===== src/rtl/reg_write_queue_pkg.sv =====
// rtl/reg_write_queue_pkg.sv - shared packed register-write layout and helpers
package reg_write_queue_pkg;

    localparam int NUM_REGS    = 32;
    localparam int RW_ADDR_W   = $clog2(NUM_REGS);
    localparam int RW_DATA_W   = 16;
    localparam int RW_WIDTH    = RW_ADDR_W + RW_DATA_W;
    localparam int RW_ADDR_MSB = RW_WIDTH - 1;
    localparam int RW_ADDR_LSB = RW_DATA_W;
    localparam int RW_DATA_MSB = RW_DATA_W - 1;
    localparam int RW_DATA_LSB = 0;

    typedef logic [RW_WIDTH-1:0]  reg_write_t;
    typedef logic [RW_ADDR_W-1:0] reg_addr_t;
    typedef logic [RW_DATA_W-1:0] reg_data_t;

    function automatic reg_addr_t rw_addr(input reg_write_t w);
        return w[RW_ADDR_MSB:RW_ADDR_LSB];
    endfunction

    function automatic reg_data_t rw_data(input reg_write_t w);
        return w[RW_DATA_MSB:RW_DATA_LSB];
    endfunction

    function automatic reg_write_t rw_pack(input reg_addr_t a, input reg_data_t d);
        return {a, d};
    endfunction

endpackage


===== src/rtl/reg_write_queue_if.sv =====
// rtl/reg_write_queue_if.sv - producer, register-file and hazard-check signals of the write queue
interface reg_write_queue_if
    import reg_write_queue_pkg::*;
#(
    parameter int DEPTH = 8
);
    logic                     iResultValid1;
    logic                     iResultValid2;
    reg_write_t               iResult1;
    reg_write_t               iResult2;
    logic                     oResultReady1;
    logic                     oResultReady2;
    logic                     iStall;
    logic                     oWritePort1;
    logic                     oWritePort2;
    reg_write_t               oRegWrite1;
    reg_write_t               oRegWrite2;
    reg_addr_t                iCheckSel;
    logic                     oCheckHit;
    logic [$clog2(DEPTH):0]   oLevel;

    modport slave (
        input  iResultValid1, iResultValid2, iResult1, iResult2, iStall, iCheckSel,
        output oResultReady1, oResultReady2, oWritePort1, oWritePort2,
               oRegWrite1, oRegWrite2, oCheckHit, oLevel
    );

    modport master (
        output iResultValid1, iResultValid2, iResult1, iResult2, iStall, iCheckSel,
        input  oResultReady1, oResultReady2, oWritePort1, oWritePort2,
               oRegWrite1, oRegWrite2, oCheckHit, oLevel
    );
endinterface


===== src/rtl/reg_write_queue_fifo.sv =====
// rtl/reg_write_queue_fifo.sv - two-in/two-out circular store with per-entry valid bits
module reg_write_fifo
    import reg_write_queue_pkg::*;
#(
    parameter int DEPTH = 8
)(
    input  logic                          i_clk,
    input  logic                          i_rst,
    input  logic                          i_push1,
    input  logic                          i_push2,
    input  reg_write_t                    i_data1,
    input  reg_write_t                    i_data2,
    input  logic [1:0]                    i_pop_cnt,
    output reg_write_t                    o_head0,
    output reg_write_t                    o_head1,
    output logic [$clog2(DEPTH):0]        o_count,
    output logic [DEPTH-1:0]              o_valid,
    output reg_write_t [DEPTH-1:0]        o_entries
);
    localparam int PTR_W = $clog2(DEPTH);
    localparam int CNT_W = PTR_W + 1;

    reg_write_t [DEPTH-1:0] r_mem;
    logic [PTR_W-1:0]       r_rd_ptr;
    logic [PTR_W-1:0]       r_wr_ptr;
    logic [CNT_W-1:0]       r_count;
    logic [DEPTH-1:0]       r_valid;

    logic [PTR_W-1:0]       w_wr_idx2;
    logic [PTR_W-1:0]       w_rd_idx1;
    logic [DEPTH-1:0]       w_valid_next;

    // Slot 2 lands directly behind slot 1 only when slot 1 was actually enqueued.
    assign w_wr_idx2 = r_wr_ptr + PTR_W'(i_push1);
    assign w_rd_idx1 = r_rd_ptr + PTR_W'(1);

    always_comb begin
        w_valid_next = r_valid;
        if (i_pop_cnt != 2'd0) w_valid_next[r_rd_ptr]  = 1'b0;
        if (i_pop_cnt == 2'd2) w_valid_next[w_rd_idx1] = 1'b0;
        if (i_push1)           w_valid_next[r_wr_ptr]  = 1'b1;
        if (i_push2)           w_valid_next[w_wr_idx2] = 1'b1;
    end

    always_ff @(posedge i_clk or posedge i_rst) begin
        if (i_rst) begin
            r_rd_ptr <= '0;
            r_wr_ptr <= '0;
            r_count  <= '0;
            r_valid  <= '0;
        end else begin
            r_rd_ptr <= r_rd_ptr + PTR_W'(i_pop_cnt);
            r_wr_ptr <= r_wr_ptr + PTR_W'(i_push1) + PTR_W'(i_push2);
            r_count  <= r_count + CNT_W'(i_push1) + CNT_W'(i_push2) - CNT_W'(i_pop_cnt);
            r_valid  <= w_valid_next;
        end
    end

    // Payload needs no reset: every consumer qualifies it with count or valid bits.
    always_ff @(posedge i_clk) begin
        if (i_push1) r_mem[r_wr_ptr]  <= i_data1;
        if (i_push2) r_mem[w_wr_idx2] <= i_data2;
    end

    assign o_head0   = r_mem[r_rd_ptr];
    assign o_head1   = r_mem[w_rd_idx1];
    assign o_count   = r_count;
    assign o_valid   = r_valid;
    assign o_entries = r_mem;

endmodule


===== src/rtl/reg_write_queue.sv =====
// rtl/reg_write_queue.sv - dual-slot result queue feeding two register-file write ports
module reg_write_queue
    import reg_write_queue_pkg::*;
#(
    parameter int DEPTH = 8
)(
    input  logic             iClock,
    input  logic             iReset,
    reg_write_queue_if.slave bus
);
    localparam int CNT_W = $clog2(DEPTH) + 1;

    logic                   w_ready1;
    logic                   w_ready2;
    logic                   w_push1;
    logic                   w_push2;
    logic                   w_wp1;
    logic                   w_wp2;
    logic [1:0]             w_pop_cnt;
    logic                   w_hit;
    reg_write_t             w_head0;
    reg_write_t             w_head1;
    logic [CNT_W-1:0]       w_count;
    logic [DEPTH-1:0]       w_valid;
    reg_write_t [DEPTH-1:0] w_entries;

    // Space is judged on the registered count only, so a same-cycle drain never frees room.
    assign w_ready1 = (w_count <= CNT_W'(DEPTH - 1));
    assign w_ready2 = (w_count <= CNT_W'(DEPTH - 2));

    assign w_push1 = bus.iResultValid1 && w_ready1 && (rw_addr(bus.iResult1) != '0);
    assign w_push2 = bus.iResultValid2 && w_ready2 && (rw_addr(bus.iResult2) != '0);

    // A same-address pair is split across cycles so the later write wins in the register file.
    assign w_wp1 = (w_count != '0) && !bus.iStall;
    assign w_wp2 = (w_count >= CNT_W'(2)) && !bus.iStall
                   && (rw_addr(w_head1) != rw_addr(w_head0));
    assign w_pop_cnt = {1'b0, w_wp1} + {1'b0, w_wp2};

    always_comb begin
        w_hit = 1'b0;
        for (int i = 0; i < DEPTH; i++) begin
            if (w_valid[i] && (rw_addr(w_entries[i]) == bus.iCheckSel)) w_hit = 1'b1;
        end
    end

    reg_write_fifo #(
        .DEPTH     (DEPTH)
    ) u_fifo (
        .i_clk     (iClock),
        .i_rst     (iReset),
        .i_push1   (w_push1),
        .i_push2   (w_push2),
        .i_data1   (bus.iResult1),
        .i_data2   (bus.iResult2),
        .i_pop_cnt (w_pop_cnt),
        .o_head0   (w_head0),
        .o_head1   (w_head1),
        .o_count   (w_count),
        .o_valid   (w_valid),
        .o_entries (w_entries)
    );

    assign bus.oResultReady1 = w_ready1;
    assign bus.oResultReady2 = w_ready2;
    assign bus.oWritePort1   = w_wp1;
    assign bus.oWritePort2   = w_wp2;
    assign bus.oRegWrite1    = w_wp1 ? w_head0 : '0;
    assign bus.oRegWrite2    = w_wp2 ? w_head1 : '0;
    assign bus.oCheckHit     = w_hit && (bus.iCheckSel != '0);
    assign bus.oLevel        = w_count;

endmodule


===== src/flat_wrapper.sv =====
// flat-port wrapper written by rule: the top's interface ports become plain ports
module reg_write_queue_flat import reg_write_queue_pkg::*;
#(
    parameter int DEPTH = 8
)
  (iClock, iReset, bus_iResultValid1, bus_iResultValid2, bus_iResult1, bus_iResult2, bus_iStall, bus_iCheckSel, bus_oResultReady1, bus_oResultReady2, bus_oWritePort1, bus_oWritePort2, bus_oRegWrite1, bus_oRegWrite2, bus_oCheckHit, bus_oLevel);
  reg_write_queue_if #(.DEPTH(DEPTH)) bus_i ();
  input  logic iClock;
  input  logic iReset;
  input wire logic [$bits(bus_i.iResultValid1)-1:0] bus_iResultValid1;
  input wire logic [$bits(bus_i.iResultValid2)-1:0] bus_iResultValid2;
  input wire logic [$bits(bus_i.iResult1)-1:0] bus_iResult1;
  input wire logic [$bits(bus_i.iResult2)-1:0] bus_iResult2;
  input wire logic [$bits(bus_i.iStall)-1:0] bus_iStall;
  input wire logic [$bits(bus_i.iCheckSel)-1:0] bus_iCheckSel;
  output wire logic [$bits(bus_i.oResultReady1)-1:0] bus_oResultReady1;
  output wire logic [$bits(bus_i.oResultReady2)-1:0] bus_oResultReady2;
  output wire logic [$bits(bus_i.oWritePort1)-1:0] bus_oWritePort1;
  output wire logic [$bits(bus_i.oWritePort2)-1:0] bus_oWritePort2;
  output wire logic [$bits(bus_i.oRegWrite1)-1:0] bus_oRegWrite1;
  output wire logic [$bits(bus_i.oRegWrite2)-1:0] bus_oRegWrite2;
  output wire logic [$bits(bus_i.oCheckHit)-1:0] bus_oCheckHit;
  output wire logic [$bits(bus_i.oLevel)-1:0] bus_oLevel;
  assign bus_i.iResultValid1 = bus_iResultValid1;
  assign bus_i.iResultValid2 = bus_iResultValid2;
  assign bus_i.iResult1 = bus_iResult1;
  assign bus_i.iResult2 = bus_iResult2;
  assign bus_i.iStall = bus_iStall;
  assign bus_i.iCheckSel = bus_iCheckSel;
  assign bus_oResultReady1 = bus_i.oResultReady1;
  assign bus_oResultReady2 = bus_i.oResultReady2;
  assign bus_oWritePort1 = bus_i.oWritePort1;
  assign bus_oWritePort2 = bus_i.oWritePort2;
  assign bus_oRegWrite1 = bus_i.oRegWrite1;
  assign bus_oRegWrite2 = bus_i.oRegWrite2;
  assign bus_oCheckHit = bus_i.oCheckHit;
  assign bus_oLevel = bus_i.oLevel;
  reg_write_queue #(.DEPTH(DEPTH)) u_core (.iClock(iClock), .iReset(iReset), .bus(bus_i));
endmodule

===== config.mk =====
export PLATFORM = sky130hd
export DESIGN_NAME = reg_write_queue_flat
export DESIGN_NICKNAME = d
export VERILOG_FILES = /design/src/rtl/reg_write_queue_pkg.sv /design/src/rtl/reg_write_queue_if.sv /design/src/rtl/reg_write_queue_fifo.sv /design/src/rtl/reg_write_queue.sv /design/src/flat_wrapper.sv
export SDC_FILE = /design/constraint.sdc
export NUM_CORES = 1
export LEC_CHECK = 0
export CORE_MARGIN = 2
export CORE_UTILIZATION = 40
export DETAILED_ROUTE_END_ITERATION = 10
export SYNTH_ARGS = -nofsm -noshare
export SYNTH_HDL_FRONTEND = slang
export SYNTH_SLANG_ARGS = --single-unit

===== constraint.sdc =====
create_clock -name iClock -period 5.5 [get_ports iClock]
set_clock_uncertainty 0.05 [all_clocks]
set_input_delay 0.55 -clock iClock [delete_from_list [all_inputs] [get_ports iClock]]
set_output_delay 0.55 -clock iClock [all_outputs]
set_load 0.05 [all_outputs]

# Word level (Yosys, flattened, before mapping)
# Index checks and enable logic that the tools add are counted.
# totals
reg_bits	186
output_inout_bits	51
word_cells	107
# op_classes
order_cmp	11
bitwise	6
n_eq_ne	10
n_mux	34
add_sub_neg	8
n_reduce_logical	26
# op_table
op	count
bitwise mux 168 bit	2
2-to-1 mux 168 bit	2
binary-select mux 21 bit (select 3 bit)	2
demux 21 bit (select 3 bit)	2
2-to-1 mux 21 bit	6
equality test 5 bit	8
2-to-1 mux 8 bit	4
logical AND 1 bit	20
bitwise AND 8 bit	2
less-than comparator 3 x 4 -> 1 bit, second input constant	4
NOT 8 bit	2
bitwise OR 8 bit	2
nonzero test 5 bit	3
demux 1 bit (select 3 bit)	4
>= comparator 3 x 1 -> 1 bit, second input constant	4
2-to-1 mux 1 bit	12
adder 4 x 1 -> 4 bit	2
<= comparator 4 x 3 -> 1 bit, second input constant	2
adder 3 x 1 -> 3 bit	2
!= test 5 bit	1
>= comparator 4 x 2 -> 1 bit, second input constant	1
nonzero test 4 bit	1
subtractor 4 x 2 -> 4 bit	1
adder 3 x 1 -> 3 bit, second input constant	1
5 further kinds	5

# Longest topological paths before layout
# Gate-level depths: netlist of the first run.
# logic_depth
word_depth	14
mapped_depth	16
ltp_nobuf	13

# Hierarchy
# From an unflattened synthesis of the first run, not the netlist that was laid out.
# hier_totals
hier_cells	1050
area_unflattened_um2	11946.5
# modules_own_cells
module	n_inst	area_each_um2	cells_per_inst	seq_area_each_um2
reg_write_fifo	1	11006.8	921	3813.7
reg_write_queue	1	939.7	129	0.0

# Least setup slack after synthesis of the first run
# Ideal clock, no wire load.
# synth_timing
path_type	register -> register
startpoint	register u_core.u_fifo.r_rd_ptr[1]
endpoint	register u_core.u_fifo.r_count[3] (netlist: u_core.u_fifo.o_count[3])
n_path_buf	3
t_required_ns	5.371
period_less_slack_ns	4.495
setup_slack_ns	1.005
path_stages_with_launch	17
arrival_time_ns	4.366
cell_sequence	dfrtp_1 -> ha_1 -> buf_6 -> buf_6 -> mux4_2 -> mux2i_1 -> xor2_1 -> nor2_2 -> buf_6 -> a21oi_1 -> ha_1 -> inv_1 -> ha_1 -> ha_1 -> a21o_1 -> a21oi_1 -> xor2_1
# synth_between
elab_chain_cells	7
elab_cells_between_ends	9
classes_between	add/sub: 3; eq/ne: 1; mux: 4; reduce/logical: 1
# synth_lines
item	line	rtl
start: declaration	reg_write_queue_fifo.sv:24	logic [PTR_W-1:0] r_rd_ptr;
start signal: assignment	reg_write_queue_fifo.sv:52	r_rd_ptr <= r_rd_ptr + PTR_W'(i_pop_cnt);
adder 3 x 1 -> 3 bit	reg_write_queue_fifo.sv:35	assign w_rd_idx1 = r_rd_ptr + PTR_W'(1);
binary-select mux 21 bit (select 3 bit)	reg_write_queue_fifo.sv:66	assign o_head1 = r_mem[w_rd_idx1];
2-to-1 mux 21 bit (implied by the code)	reg_write_queue_fifo.sv:66	
!= test 5 bit *	reg_write_queue.sv:37	&& (rw_addr(w_head1) != rw_addr(w_head0));
logical AND 1 bit *	reg_write_queue.sv:37	
named net bus_oWritePort2	flat_wrapper.sv:19	output wire logic [$bits(bus_i.oWritePort2)-1:0] bus_oWritePort2;
adder 1 x 1 -> 2 bit *	reg_write_queue.sv:38	assign w_pop_cnt = {1'b0, w_wp1} + {1'b0, w_wp2};
subtractor 4 x 2 -> 4 bit *	reg_write_queue_fifo.sv:54	r_count <= r_count + CNT_W'(i_push1) + CNT_W'(i_push2) - CNT_W'(i_pop_cnt);
end signal: assignment	reg_write_queue_fifo.sv:54	
end: declaration	reg_write_queue_fifo.sv:26	logic [CNT_W-1:0] r_count;
# Mark *: on every way through the listed nets, which the timed path passes. The rest lies on a longest branch. The select of a mux whose other input is x is not followed.

# Final worst setup path of the first run
# layout_timing
startpoint	register u_core.u_fifo.r_rd_ptr[0]
endpoint	output port bus_oRegWrite2[2]
# layout_between
elab_chain_cells	6
elab_cells_between_ends	8
classes_between	add/sub: 1; eq/ne: 1; mux: 5; reduce/logical: 1
# layout_lines
item	line	rtl
adder 3 x 1 -> 3 bit	reg_write_queue_fifo.sv:35	
binary-select mux 21 bit (select 3 bit)	reg_write_queue_fifo.sv:66	
2-to-1 mux 21 bit (implied by the code)	reg_write_queue_fifo.sv:66	
!= test 5 bit	reg_write_queue.sv:37	
logical AND 1 bit	reg_write_queue.sv:37	
2-to-1 mux 21 bit *	reg_write_queue.sv:69	assign bus.oRegWrite2 = w_wp2 ? w_head1 : '0;
end: declaration	flat_wrapper.sv:21	output wire logic [$bits(bus_i.oRegWrite2)-1:0] bus_oRegWrite2;
# Every way passes the cells marked *; elsewhere a longest branch is shown, timed or not. The select of a mux whose other input is x is not followed.

==> summary.md, run 1 <==
| Metric | Value |
|---|---|
| Status | finished, final reports clean |
| Max FO, Critical Path | 27 |
| Top cell type by total area after synthesis | dfxtp_1 |
| Final non-filler cell total | 1833 |
| H-tree levels | 4 |
| Top cell type's share of synthesized area | 0.286 |
| Mapped Cells | 1444 |
| Worst-path clk slew | ~0.080 ns |
| Routability congestion estimate | 0.907 |
| Port Buffers | 102 |
| FP Rows | 62 |
| Total grt overflow | 0 |
| Worst r2r src | u_core.u_fifo.r_rd_ptr[0] |
| Final hold slack | 0.435 ns |
| ANT cells | 0 |
| Max Slew Vio Count | 0 |
| CP arrival | 4.05 ns |
| Most common cell in the netlist | nand2_1 |
| HP Start | u_core.u_fifo.o_entries[114] |
| Syn_nets | 1514 |
| CP required | 4.90 ns |
| First-pass GRT wire length | 62.7 mm |
| Die height | approximately 180 µm |
| Hold/Removal Path Class | flip-flop to flip-flop |
| Max-cap violations | 0 |
| Hold Buf Count CTS | 0 |
| IO Count | 103 |
| Total CTS buffers | 17 |
| Asr flop ratio synth | 0.0968 |
| Layout cells sized above 1 | 0.123 |
| CTS resizes | 0 |
| Die Wd | 176 µm |
| Finish-stage setup viols | 0 |
| Detailed Place HPWL | 25.4 mm |
| GRT Total Usage | 0.267 |
| Critical path class | flip-flop to output port |
| Via Count | 10800 |
| RSZ-0062 raised after global routing | false |
| Crit. End Element | output port |
| Worst setup SP type | flip-flop |
| Post-synth EDFFs | 0 |
| Area of the core | a little under 30000 µm² |
| DRT iter0 DRCs | 1255 |
| Clk root buf | clkbuf_16 |
| Vias per inst | 5.89 |
| Nets | about 1500 |
| Dpl cells | 1801 |
| Post-DR wirelength/cell | approximately 22 µm |
| Clk buf depth | 2 |
| Crit path time final | 4.65 ns |
| Distinct cells, synth | 52 |
| Drt pass-1 iters | 6 |
| CTS tree | yes |
| Warnings from Yosys | 0 |
| Rel. slew slack | 0.174 |
| Largest net degree at the start of global routing | 53 |
| Routed Antenna Nets | 0 |
| Clk Latency, worst-skew pair | 0.45 ns |
| Most used flip-flop cell after synthesis | dfxtp_1 |
| Starting density of the core | 0.408 |
| Drt drc | 0 |
| Routed Wire Length | 40.9 mm |
| Main area contributors after synthesis | dfxtp_1 (29%), nand2_1 (11%), mux4_2 (9.2%), a31oi_1 (8.9%), mux2i_1 (8.6%) |
| Number of global-route vias before repair | 10400 |
| CP startpoint | u_core.u_fifo.r_rd_ptr[0] |
| Postcts setup bufs | 0 |
| Final hold violation count | 0 |
| Worst Tran Pin Value | 1.24 ns |
| CTS sink count | 186 |
| Area growth, synth to finish | 12.2% |
| Mapped Avg Cell Area | around 8.2 µm² |
| Setup Total Neg Slack | 0 ns |
| Final worst path period share | 0.845 |
| Die area | 30800 µm² |
| Max frequency | 215 MHz |
| Post-synth top cells | nand2_1 (341), nor2_1 (206), a31oi_1 (168), dfxtp_1 (168), mux2i_1 (101) |
| Yosys reg bits | 186 |
| Initial antenna violation count | 0 |
| Sequential area share after synthesis | 0.324 |
| Synth Cell Area | 11800 µm² |
[final timing paths]
path	endpoint	slack, ns	cells past startpoint
min reg2reg	u_core.u_fifo.o_entries[114]	0.44	2
max	bus_oRegWrite2[2]	0.85	8
max in group asynchronous	u_core.u_fifo.r_rd_ptr[0]	4.28	2
min	u_core.u_fifo.o_entries[114]	0.44	2
max reg2reg	u_core.u_fifo.o_count[3]	0.94	13
min in group asynchronous	u_core.u_fifo.o_count[3]	0.51	2
[final cells by class]
cell class,count,area [µm²]
Clock buffer,18,450
Clock inverter,14,126
Fill cell,2839,15700
Inverter,18,70.1
Multi-Input combinational cell,1081,7070
Sequential cell,186,3820
Tap cell,384,480
Timing Repair Buffer,132,1190
[layer usage]
metal | global-route usage | wire, µm | vias to the layer above
met1 | 0.365 | 17500 | 5186
li1 | - | - | 5001
met4 | 0.0861 | 912 | 0
met2 | 0.430 | 18800 | 551
met3 | 0.0450 | 3720 | 54
met5 | 0 | 0 | -
[logic make-up after synthesis]
kind of cell / Yosys count / synth area share
simple gates: 622 / 0.216
compound gates: 239 / 0.140
fa+ha+maj: 18 / 0.0210
buf+inv: 177 / 0.0793
xor+xnor: 52 / 0.0409
flops: 186 / 0.324
mux: 150 / 0.179
[cell usage in the layout (no fill, tap or decap), types with 8 or more instances in the layout]
cell type / count
nand2_1: 341
nor2_1: 206
a211oi_2: 17
xnor2_1: 12
mux4_2: 48
xor2_1: 38
clkbuf_16: 18
nor4_1: 8
a31oi_1: 168
clkdlybuf4s50_1: 80
dfrtp_1: 17
nor3_2: 8
buf_4: 52
dfxtp_1: 168
ha_1: 14
mux2i_1: 101
nand3_1: 21
o311ai_0: 8
inv_1: 16
o22ai_1: 32
[state kept, by name, summed over array words and instances (netlist names)]
register                 cells
u_core.u_fifo.o_entries    168
u_core.u_fifo.o_valid        8
u_core.u_fifo.o_count        4
u_core.u_fifo.r_rd_ptr       3
u_core.u_fifo.r_wr_ptr       3
[per-stage QoR]
step	cell area, µm²	worst slack [ns]	util
finish	13200	0.851	0.458
global route	13200	0.730	0.458
CTS	13200	0.874	0.458
detailed placement	12600	0.971	0.438
global placement	12600	1.06	0.438
floorplan	11800	1.01	-
[critical path, cell delays in order (launching register included)]
cell	delay, ns
dfrtp_4	0.48
ha_2	0.95
mux4_2	0.60
mux2i_1	0.25
xor2_1	0.28
nor2_4	0.11
buf_4	0.28
a211oi_2	0.37
buf_4	0.26
Power of run 1 is left out: the tool's default activity adds up to more than one toggle a clock period on the data nets, which glitch-free logic cannot reach.
==> run 2, diff against run 1 <==
==> constraint.sdc (replaced) <==
create_clock -name iClock -period 4.2 [get_ports iClock]
set_clock_uncertainty 0.05 [all_clocks]
set_input_delay 0.42 -clock iClock [delete_from_list [all_inputs] [get_ports iClock]]
set_output_delay 0.42 -clock iClock [all_outputs]
set_load 0.05 [all_outputs]
==> run 2 against run 1 <==
Net effect: final area is 1.5% higher; register-to-register slack worse by 0.73 ns; global-route usage is 0.29 points higher; flip-flop and latch count stayed put; via count is 1.6% higher.
==> summary.md, run 2 (synthesized netlist as in run 1, its figures left out) <==
| Metric | Value |
|---|---|
| Worst setup SP type | flip-flop |
| Worst r2r src | u_core.u_fifo.r_rd_ptr[0] |
| Vias per inst | 5.91 (+0.46%) |
| CTS resizes | 0 (unchanged) |
| RSZ-0062 raised after global routing | false |
| Postcts setup bufs | 0 (unchanged) |
| Worst path slowest cell | mux4_2 |
| Via Count | 11000 (+1.6%) |
| Routability congestion estimate | 0.907 (about the same) |
| Routed Wire Length | 41.4 mm (+1.3%) |
| Die Wd | 176 µm (unchanged) |
| CTS sink count | 186 (unchanged) |
| Most used cell, CP | buf_4 |
| FP Rows | 62 (unchanged) |
| CP arrival | 3.56 ns (-0.49 ns) |
| ANT cells | 0 (unchanged) |
| Cells along the critical path | ha_2 -> buf_4 -> mux2i_1 -> mux4_2 -> xor2_1 -> nor3_4 -> buf_4 -> a211oi_1 -> buf_4 |
| Setup Total Neg Slack | 0 ns (unchanged) |
| Worst-path clk slew | 0.08 ns (about the same) |
| Hold/Removal Path Class | input pin to asynchronous set/reset pin |
| CP startpoint | u_core.u_fifo.r_rd_ptr[0] |
| Total grt overflow | 0 (unchanged) |
| Finish-stage setup viols | 0 (unchanged) |
| GR met2 Demand/Resource | 0.430 (unchanged) |
| Max frequency | 248 MHz |
| Die area | 30800 µm² (unchanged) |
| CTS tree | yes |
| Layout cells sized above 1 | 0.151 (+0.0282) |
| Nets | 1527 (+1.4%) |
| H-tree levels | 4 (unchanged) |
| Routed Antenna Nets | 0 (unchanged) |
| Post-DR wirelength/cell | 22.3 µm (+0.11%) |
| DRT iter0 DRCs | 1157 (-7.8%) |
| Starting density of the core | 0.408 (unchanged) |
| Initial antenna violation count | 0 (unchanged) |
| Crit. End Element | output port |
| Clk buf depth | 2 (unchanged) |
| CP required | 3.73 ns (-1.17 ns) |
| Worst Tran Pin Value | 1.24 ns (+0.00506 ns) |
| Crit path time final | 4.03 ns |
| Max reg flops | 168 (unchanged) |
| Hold Buf Count CTS | 0 (unchanged) |
| Max-cap violations | 0 (unchanged) |
| Drt drc | 0 (unchanged) |
| Max Slew Vio Count | 0 (unchanged) |
| Met1 Usage GRT | 0.374 (+0.00844) |
| GRT met3 Usage | 0.0478 (+0.00281) |
| IO Count | 103 (unchanged) |
| Largest net degree at the start of global routing | 54 (+1.9%) |
| Number of global-route vias before repair | 10300 (-1.3%) |
| Clk Latency, worst-skew pair | 0.44 ns (about the same) |
| Drt pass-1 iters | 8 (+2) |
| First-pass GRT wire length | 63.4 mm (+1.2%) |
| Delay-heaviest family, CP | buffers and inverters |
| Commonest cells after routing, fill and taps aside | nand2_1 (341), nor2_1 (206), a31oi_1 (168), dfxtp_1 (168), mux2i_1 (101) |
| Final worst path period share | 0.959 |
| Detailed Place HPWL | 26.0 mm (+2.5%) |
| Most frequent standard cell in the layout excluding fill and tap cells | nand2_1 |
| Area of the core | 28900 µm² (unchanged) |
| GRT Total Usage | 0.270 (+0.00287) |
| Final hold violation count | 0 (unchanged) |
| Clk root buf | clkbuf_16 |
| Max FO, Critical Path | 21 (-22%) |
| Critical path class | flip-flop to output port |
| Rel. slew slack | 0.171 (-0.00337) |
| Total CTS buffers | 17 (unchanged) |
| Worst stage delay on the critical path | 0.50 ns (-0.45 ns) |
| Die height | 176 µm (unchanged) |
| Area growth, synth to finish | 13.9% |
| Status | finished, final reports clean |
| Grt peak-use layer | met2 |
| Crit path buf inv count | 3 (+1) |
| Port Buffers | 102 (unchanged) |
==> run 2: worst reg2reg max path: cells and delay by family (launching register included) <==
family | cells | cell delay (ns)
mux | 2 | 0.60
compound gates | 1 | 0.18
buf+inv | 4 | 0.45
xor+xnor | 1 | 0.25
simple gates | 1 | 0.08
flops | 1 | 0.48
fa+ha+maj | 5 | 1.86
==> run 2: final cells by class <==
| cell class | count | area, µm² |
|---|---|---|
| fillers | 2798 | 15500 |
| multi-input cells | 1081 | 7080 |
| flip-flops and latches | 186 | 3820 |
| repair buffers | 153 | 1370 |
| well taps | 384 | 480 |
| clock buffers | 18 | 429 |
| clock inverters | 14 | 155 |
| inverters | 18 | 70.1 |
==> run 2: layer usage <==
layer	routed length [µm]	vias to the layer above	part of all wire
met5	0	-	0
met1	18200	5302	0.44
met3	3390	66	0.082
met4	897	0	0.022
met2	18900	534	0.46
li1	-	5064	-
==> run 2: through the flow <==
stage                     hold slack [ns]  instance area [µm²]  setup slack (ns)  std cells   util
after floorplan                     0.309                11800            0.0925       1444      -
after global placement              0.419                12800             0.276       1822  0.444
after detailed placement            0.427                12800             0.208       1822  0.444
after CTS                           0.405                13400            0.0921       1854  0.464
after global routing                0.453                13400            0.0166       1854  0.464
final                               0.379                13400             0.173       1854  0.464
==> run 2: worst paths after layout <==
path | endpoint | slack (ns) | cells past startpoint
worst min-delay path | u_core.u_fifo.r_rd_ptr[0] | 0.38 | 2
max in group asynchronous | u_core.u_fifo.r_rd_ptr[0] | 3.14 | 2
worst max register to register | u_core.u_fifo.o_count[1] | 0.21 | 14
worst min register to register | u_core.u_fifo.o_entries[26] | 0.44 | 2
min in group iClock | u_core.u_fifo.o_entries[26] | 0.44 | 2
worst max-delay path | bus_oRegWrite2[1] | 0.17 | 9
Power of run 2 is left out for the same reason.
